<file path="config.mk">
export PLATFORM = sky130hd
export DESIGN_NAME = histogram_readout_flat
export DESIGN_NICKNAME = d
export VERILOG_FILES = /design/src/rtl/histogram_readout_if.sv /design/src/rtl/histogram_readout.sv /design/src/flat_wrapper.sv
export SDC_FILE = /design/constraint.sdc
export NUM_CORES = 1
export LEC_CHECK = 0
export BUFFER_PORTS_ARGS = -buffer_cell sky130_fd_sc_hd__buf_4
export CAP_MARGIN = 5
export CORE_ASPECT_RATIO = 0.9
export CORE_MARGIN = 3
export CORE_UTILIZATION = 56
export CTS_BUF_LIST = sky130_fd_sc_hd__clkbuf_16
export DETAILED_ROUTE_END_ITERATION = 7
export GPL_ROUTABILITY_DRIVEN = 0
export PLACE_DENSITY = 0.83
export SLEW_MARGIN = 10
export SYNTH_ARGS = -nofsm -noshare
export SYNTH_HDL_FRONTEND = slang
export SYNTH_SLANG_ARGS = --single-unit
</file>
<file path="constraint.sdc">
create_clock -name clk -period 4.2 [get_ports clk]
set_input_delay 0.84 -clock clk [delete_from_list [all_inputs] [get_ports clk]]
set_output_delay 0.84 -clock clk [all_outputs]
set_load 0.005 [all_outputs]
</file>
<file path="src/rtl/histogram_readout_if.sv">
// Byte-stream link from the histogram reader to the host transmitter.
// valid/ready handshake: a byte moves on any cycle where both are high.
interface histogram_readout_if;
    logic [7:0] tx_data;
    logic       tx_valid;
    logic       tx_ready;

    modport master (output tx_data, output tx_valid, input tx_ready);
    modport slave  (input tx_data, input tx_valid, output tx_ready);
endinterface

</file>
<file path="src/rtl/histogram_readout.sv">
// Freezes the coincidence histogram, streams header + all bin counts + XOR checksum
// over the byte link, and optionally zeroes each bin once it has been read.
module histogram_readout #(
    parameter int          NBINS    = 128,
    parameter int          COUNT_W  = 16,
    parameter logic [7:0]  HDR_BYTE = 8'hA5
) (
    input  logic               clk,
    input  logic               rst_n,
    input  logic               dump_req,
    input  logic               clear_en,
    output logic               mem_rd_en,
    output logic [6:0]         mem_rd_addr,
    input  logic [COUNT_W-1:0] mem_rd_data,
    output logic               mem_wr_en,
    output logic [6:0]         mem_wr_addr,
    output logic [COUNT_W-1:0] mem_wr_data,
    output logic               hist_freeze,
    histogram_readout_if.master tx,
    output logic               busy,
    output logic               done
);

    localparam logic [3:0] S_IDLE = 4'd0;
    localparam logic [3:0] S_HDR  = 4'd1;
    localparam logic [3:0] S_RD   = 4'd2;
    localparam logic [3:0] S_WAIT = 4'd3;
    localparam logic [3:0] S_HI   = 4'd4;
    localparam logic [3:0] S_LO   = 4'd5;
    localparam logic [3:0] S_CLR  = 4'd6;
    localparam logic [3:0] S_NEXT = 4'd7;
    localparam logic [3:0] S_TRL  = 4'd8;
    localparam logic [3:0] S_DONE = 4'd9;

    localparam logic [6:0] LAST_ADDR = 7'(NBINS - 1);

    logic [3:0]         state_q, state_d;
    logic [6:0]         addr_q, addr_d;
    logic [COUNT_W-1:0] count_q, count_d;
    logic [7:0]         csum_q, csum_d;
    logic               clr_q, clr_d;
    logic               hs;

    assign hs = tx.tx_valid && tx.tx_ready;

    always_comb begin
        state_d = state_q;
        addr_d  = addr_q;
        count_d = count_q;
        csum_d  = csum_q;
        clr_d   = clr_q;
        case (state_q)
            S_IDLE: if (dump_req) begin
                clr_d   = clear_en;
                csum_d  = '0;
                addr_d  = '0;
                state_d = S_HDR;
            end
            S_HDR:  if (hs) state_d = S_RD;
            S_RD:   state_d = S_WAIT;
            S_WAIT: begin
                count_d = mem_rd_data;
                state_d = S_HI;
            end
            S_HI: if (hs) begin
                csum_d  = csum_q ^ count_q[COUNT_W-1 -: 8];
                state_d = S_LO;
            end
            S_LO: if (hs) begin
                csum_d  = csum_q ^ count_q[7:0];
                state_d = clr_q ? S_CLR : S_NEXT;
            end
            S_CLR:  state_d = S_NEXT;
            S_NEXT: if (addr_q == LAST_ADDR) begin
                state_d = S_TRL;
            end else begin
                addr_d  = addr_q + 7'd1;
                state_d = S_RD;
            end
            S_TRL:  if (hs) state_d = S_DONE;
            S_DONE: state_d = S_IDLE;
            default: state_d = S_IDLE;
        endcase
    end

    always_ff @(posedge clk or negedge rst_n) begin
        if (!rst_n) begin
            state_q <= S_IDLE;
            addr_q  <= '0;
            count_q <= '0;
            csum_q  <= '0;
            clr_q   <= 1'b0;
        end else begin
            state_q <= state_d;
            addr_q  <= addr_d;
            count_q <= count_d;
            csum_q  <= csum_d;
            clr_q   <= clr_d;
        end
    end

    // Outputs decode the state register only, so an async reset zeroes them at once.
    always_comb begin
        tx.tx_valid = 1'b0;
        tx.tx_data  = '0;
        case (state_q)
            S_HDR: begin tx.tx_valid = 1'b1; tx.tx_data = HDR_BYTE;               end
            S_HI:  begin tx.tx_valid = 1'b1; tx.tx_data = count_q[COUNT_W-1 -: 8]; end
            S_LO:  begin tx.tx_valid = 1'b1; tx.tx_data = count_q[7:0];           end
            S_TRL: begin tx.tx_valid = 1'b1; tx.tx_data = csum_q;                 end
            default: ;
        endcase
    end

    assign mem_rd_en   = (state_q == S_RD);
    assign mem_rd_addr = mem_rd_en ? addr_q : '0;
    assign mem_wr_en   = (state_q == S_CLR);
    assign mem_wr_addr = mem_wr_en ? addr_q : '0;
    assign mem_wr_data = '0;
    assign busy        = (state_q != S_IDLE) && (state_q != S_DONE);
    assign hist_freeze = busy;
    assign done        = (state_q == S_DONE);

endmodule

</file>
<file path="src/flat_wrapper.sv">
// flat-port wrapper written by rule: the top's interface ports become plain ports
module histogram_readout_flat 
#(
    parameter int          NBINS    = 128,
    parameter int          COUNT_W  = 16,
    parameter logic [7:0]  HDR_BYTE = 8'hA5
)
  (clk, rst_n, dump_req, clear_en, mem_rd_en, mem_rd_addr, mem_rd_data, mem_wr_en, mem_wr_addr, mem_wr_data, hist_freeze, busy, done, tx_tx_data, tx_tx_valid, tx_tx_ready);
  histogram_readout_if tx_i ();
  input  logic clk;
  input  logic rst_n;
  input  logic dump_req;
  input  logic clear_en;
  output logic mem_rd_en;
  output logic [6:0] mem_rd_addr;
  input  logic [COUNT_W-1:0] mem_rd_data;
  output logic mem_wr_en;
  output logic [6:0] mem_wr_addr;
  output logic [COUNT_W-1:0] mem_wr_data;
  output logic hist_freeze;
  output logic busy;
  output logic done;
  output wire logic [$bits(tx_i.tx_data)-1:0] tx_tx_data;
  output wire logic [$bits(tx_i.tx_valid)-1:0] tx_tx_valid;
  input wire logic [$bits(tx_i.tx_ready)-1:0] tx_tx_ready;
  assign tx_tx_data = tx_i.tx_data;
  assign tx_tx_valid = tx_i.tx_valid;
  assign tx_i.tx_ready = tx_tx_ready;
  histogram_readout #(.NBINS(NBINS), .COUNT_W(COUNT_W), .HDR_BYTE(HDR_BYTE)) u_core (.clk(clk), .rst_n(rst_n), .dump_req(dump_req), .clear_en(clear_en), .mem_rd_en(mem_rd_en), .mem_rd_addr(mem_rd_addr), .mem_rd_data(mem_rd_data), .mem_wr_en(mem_wr_en), .mem_wr_addr(mem_wr_addr), .mem_wr_data(mem_wr_data), .hist_freeze(hist_freeze), .tx(tx_i), .busy(busy), .done(done));
endmodule
</file>
==> metrics.txt <==
leak pwr 1.199 nW; Post-Place Cells 306; clk root buf clkbuf_16; synth warn 0; Required @ worst endpoint 3.36 ns; Post-Layout Cell Count 313; post-CTS sizing 0; final wirelength 4.787 mm; pre-CTS WS 1.410 ns; row cnt 21; Die Span Y 65.81 µm; GRT Total Usage 21.53%; hold crit path type reg2reg; CP bufs+invs 1; worst hold start u_core.csum_q[0]$_DFFE_PN0P_; critical path cell sequence nand2b_1 -> nor3_1 -> a22oi_1 -> nand2_1 -> buf_4; # port buffers 48; clk_lat worst skew 0.28 ns; status finished clean; CTS tree done; CTS buffer count 5; Worst Path Max Fanout 19; EDFF count, synth 0; vias per inst 5.728; CP startpoint kind flip-flop; vias in the first global route 1702; max incr delay on CP 0.74 ns; sequential share of the synthesized area 40.47%; CP max-delay cell dfrtp_1; Post-CTS Setup Inserts 0; die area 4768 µm²; share of cells above drive strength 1 29.59%; Worst-Margin Slew 0.8392 ns; DPL Wire Length 3.329 mm; initial antenna violation count 0; worst reg2reg setup slack 1.83 ns; worst-case reg-to-reg path depth 4; total clock sinks 36; hold worst-path end u_core.csum_q[0]$_DFFE_PN0P_; Max Cap Viol 0; top cells by area, synth dfrtp_1 40%, mux2_2 10%, buf_4 6.4%; Hold Buf Count CTS 0; flops & latches, synth 36; Max Buffers Root-to-Sink 2; worst IR drop on VDD 0.4385 mV; DR iter-0 viols 169; ANT nets after route 0; Final WS setup 1.094 ns; RR Endpoint u_core.csum_q[1]$_DFFE_PN0P_; CP delay by family, top simple AND/OR/NAND/NOR gates; Setup Viol. Count Final 0; Starting Density 59.24%; Worst-path clk slew 0.05 ns; PD cells 684.6 nW/µm²; diodes inserted 0; cell area after synthesis 2226 µm²; Wirelength per Cell 15.29 µm; H-Tree Depth 2; vias 1793; area growth from synthesis to layout 18.38%; largest net degree at the start of global routing 37; final hold violations 0; final core utilization 70.13%; asr flop ratio synth 100.0%; Worst Setup End Kind primary output; max-slew violation count 0; ys flop type dfrtp_1; Crit Reg-Reg Startpoint u_core.state_q[2]$_DFFE_PN0P_; CORE AREA 3757 µm²; global-route wire length before repair 8.052 mm; RSZ-0062 raised after global routing false; fin crit share 73.95%; cell taking the most area after synthesis dfrtp_1; GRT overflow 0; nets 289; min Tclk post-route 3.106 ns; Post-Syn Area per Cell 9.849 µm²; Setup TNS 0 ns; synthesized instance count 226; fmax 322.0 MHz; post-synth top area share 40.47%; slew margin rel. 43.87%; residual DRC count 0; final setup skew 0.003141 ns; critical path type reg2out; DRT Pass-1 Iters 4; Critical Path AT 2.27 ns; DIE WIDTH 72.46 µm; Min-Delay Path Depth 1; Ports 65; synth unique cells 45
[Yosys cell counts (all sizes together), types with 5 or more instances]
| master | number |
|---|---|
| nor3 | 6 |
| mux2 | 22 |
| a31oi | 6 |
| clkbuf | 6 |
| nor2 | 14 |
| dfrtp | 36 |
| and2 | 14 |
| nand2 | 16 |
| a21oi | 15 |
| mux2i | 5 |
| nand2b | 6 |
| buf | 23 |
[routing by layer]
layer	part of all wire [%]	track usage, %
met1	45	29.31
met2	48	35.00
met3	6.3	4.559
met4	0.61	5.530
met5	0	0
[cell families (layout without fill, tap and decap cells)]
group                    count (synthesis)  in the layout  share of synthesized area, %
adder cells (fa/ha/maj)                  1              1                        0.5620
AO/OA/AOI/OAI                           48             48                         14.67
AND/OR/NAND/NOR                         75             75                         18.83
XOR/XNOR                                 6              6                         2.361
buffers and inverters                   32             58                         9.387
multiplexers                            27             27                         13.55
other                                    1             16                        0.1685
flip-flops                              36             36                         40.47
[cell type report]
cell class              count  area [µm²]
fillers                   307        1122
multi-input cells         173        1172
well taps                  46       57.56
inverters                   3       11.26
flip-flops and latches     36       900.9
clock inverters             2       7.507
clock buffers               5       125.1
repair buffers             48       360.3
[cell usage in the layout (no fill, tap or decap), types with 3 or more instances in the layout]
| cell type | n |
|---|---|
| buf_4 | 48 |
| dfrtp_1 | 36 |
| mux2_2 | 20 |
| nand2_1 | 16 |
| conb_1 | 16 |
| a21oi_1 | 15 |
| nor2_1 | 14 |
| and2_1 | 14 |
| nand2b_1 | 6 |
| a31oi_1 | 6 |
| mux2i_1 | 5 |
| clkbuf_16 | 5 |
| xnor2_1 | 4 |
| o41ai_1 | 4 |
| a22oi_1 | 4 |
| or3_1 | 4 |
| nor3_1 | 3 |
| inv_1 | 3 |
| and3_1 | 3 |
| a22o_1 | 3 |
| nand3_1 | 3 |
| a21o_1 | 3 |
| o21ai_0 | 3 |
| nor2b_1 | 3 |
[worst max-delay path by stage]
| stage | startpoint | end | cells after the start |
|---|---|---|---|
| final | u_core.state_q[2]$_DFFE_PN0P_ | tx_tx_data[1] | 5 |
| after global routing | u_core.state_q[2]$_DFFE_PN0P_ | tx_tx_data[1] | 5 |
| after CTS | u_core.state_q[2]$_DFFE_PN0P_ | tx_tx_data[1] | 5 |
| after detailed placement | u_core.state_q[2]$_DFFE_PN0P_ | tx_tx_data[1] | 5 |
| after global placement | u_core.state_q[2]$_DFFE_PN0P_ | tx_tx_data[3] | 5 |
| after floorplan | u_core.state_q[3]$_DFFE_PN0P_ | tx_tx_data[1] | 6 |
[flip-flops by register name (all words and copies together) (netlist names)]
register and cells:
u_core.state_q 4, u_core.clr_q 1, u_core.addr_q 7, u_core.csum_q 8, u_core.count_q 16
[power by group]
group          total, mW  internal (mW)  leakage [nW]  switching (mW)
registers          0.689          0.497         0.448           0.192
logic              0.772          0.425         0.687           0.347
clock network      0.343          0.212        0.0648           0.131
total               1.80           1.13          1.20           0.671
[stage by stage]
stage	cell area (µm²)	total power, mW	hold slack (ns)
floorplan	2282	1.239	0.4459
global placement	2502	1.424	0.4671
detailed placement	2502	1.458	0.4704
CTS	2635	1.807	0.4835
global route	2635	1.937	0.5086
finish	2635	1.804	0.4812
(Power assumes the default switching activity.)
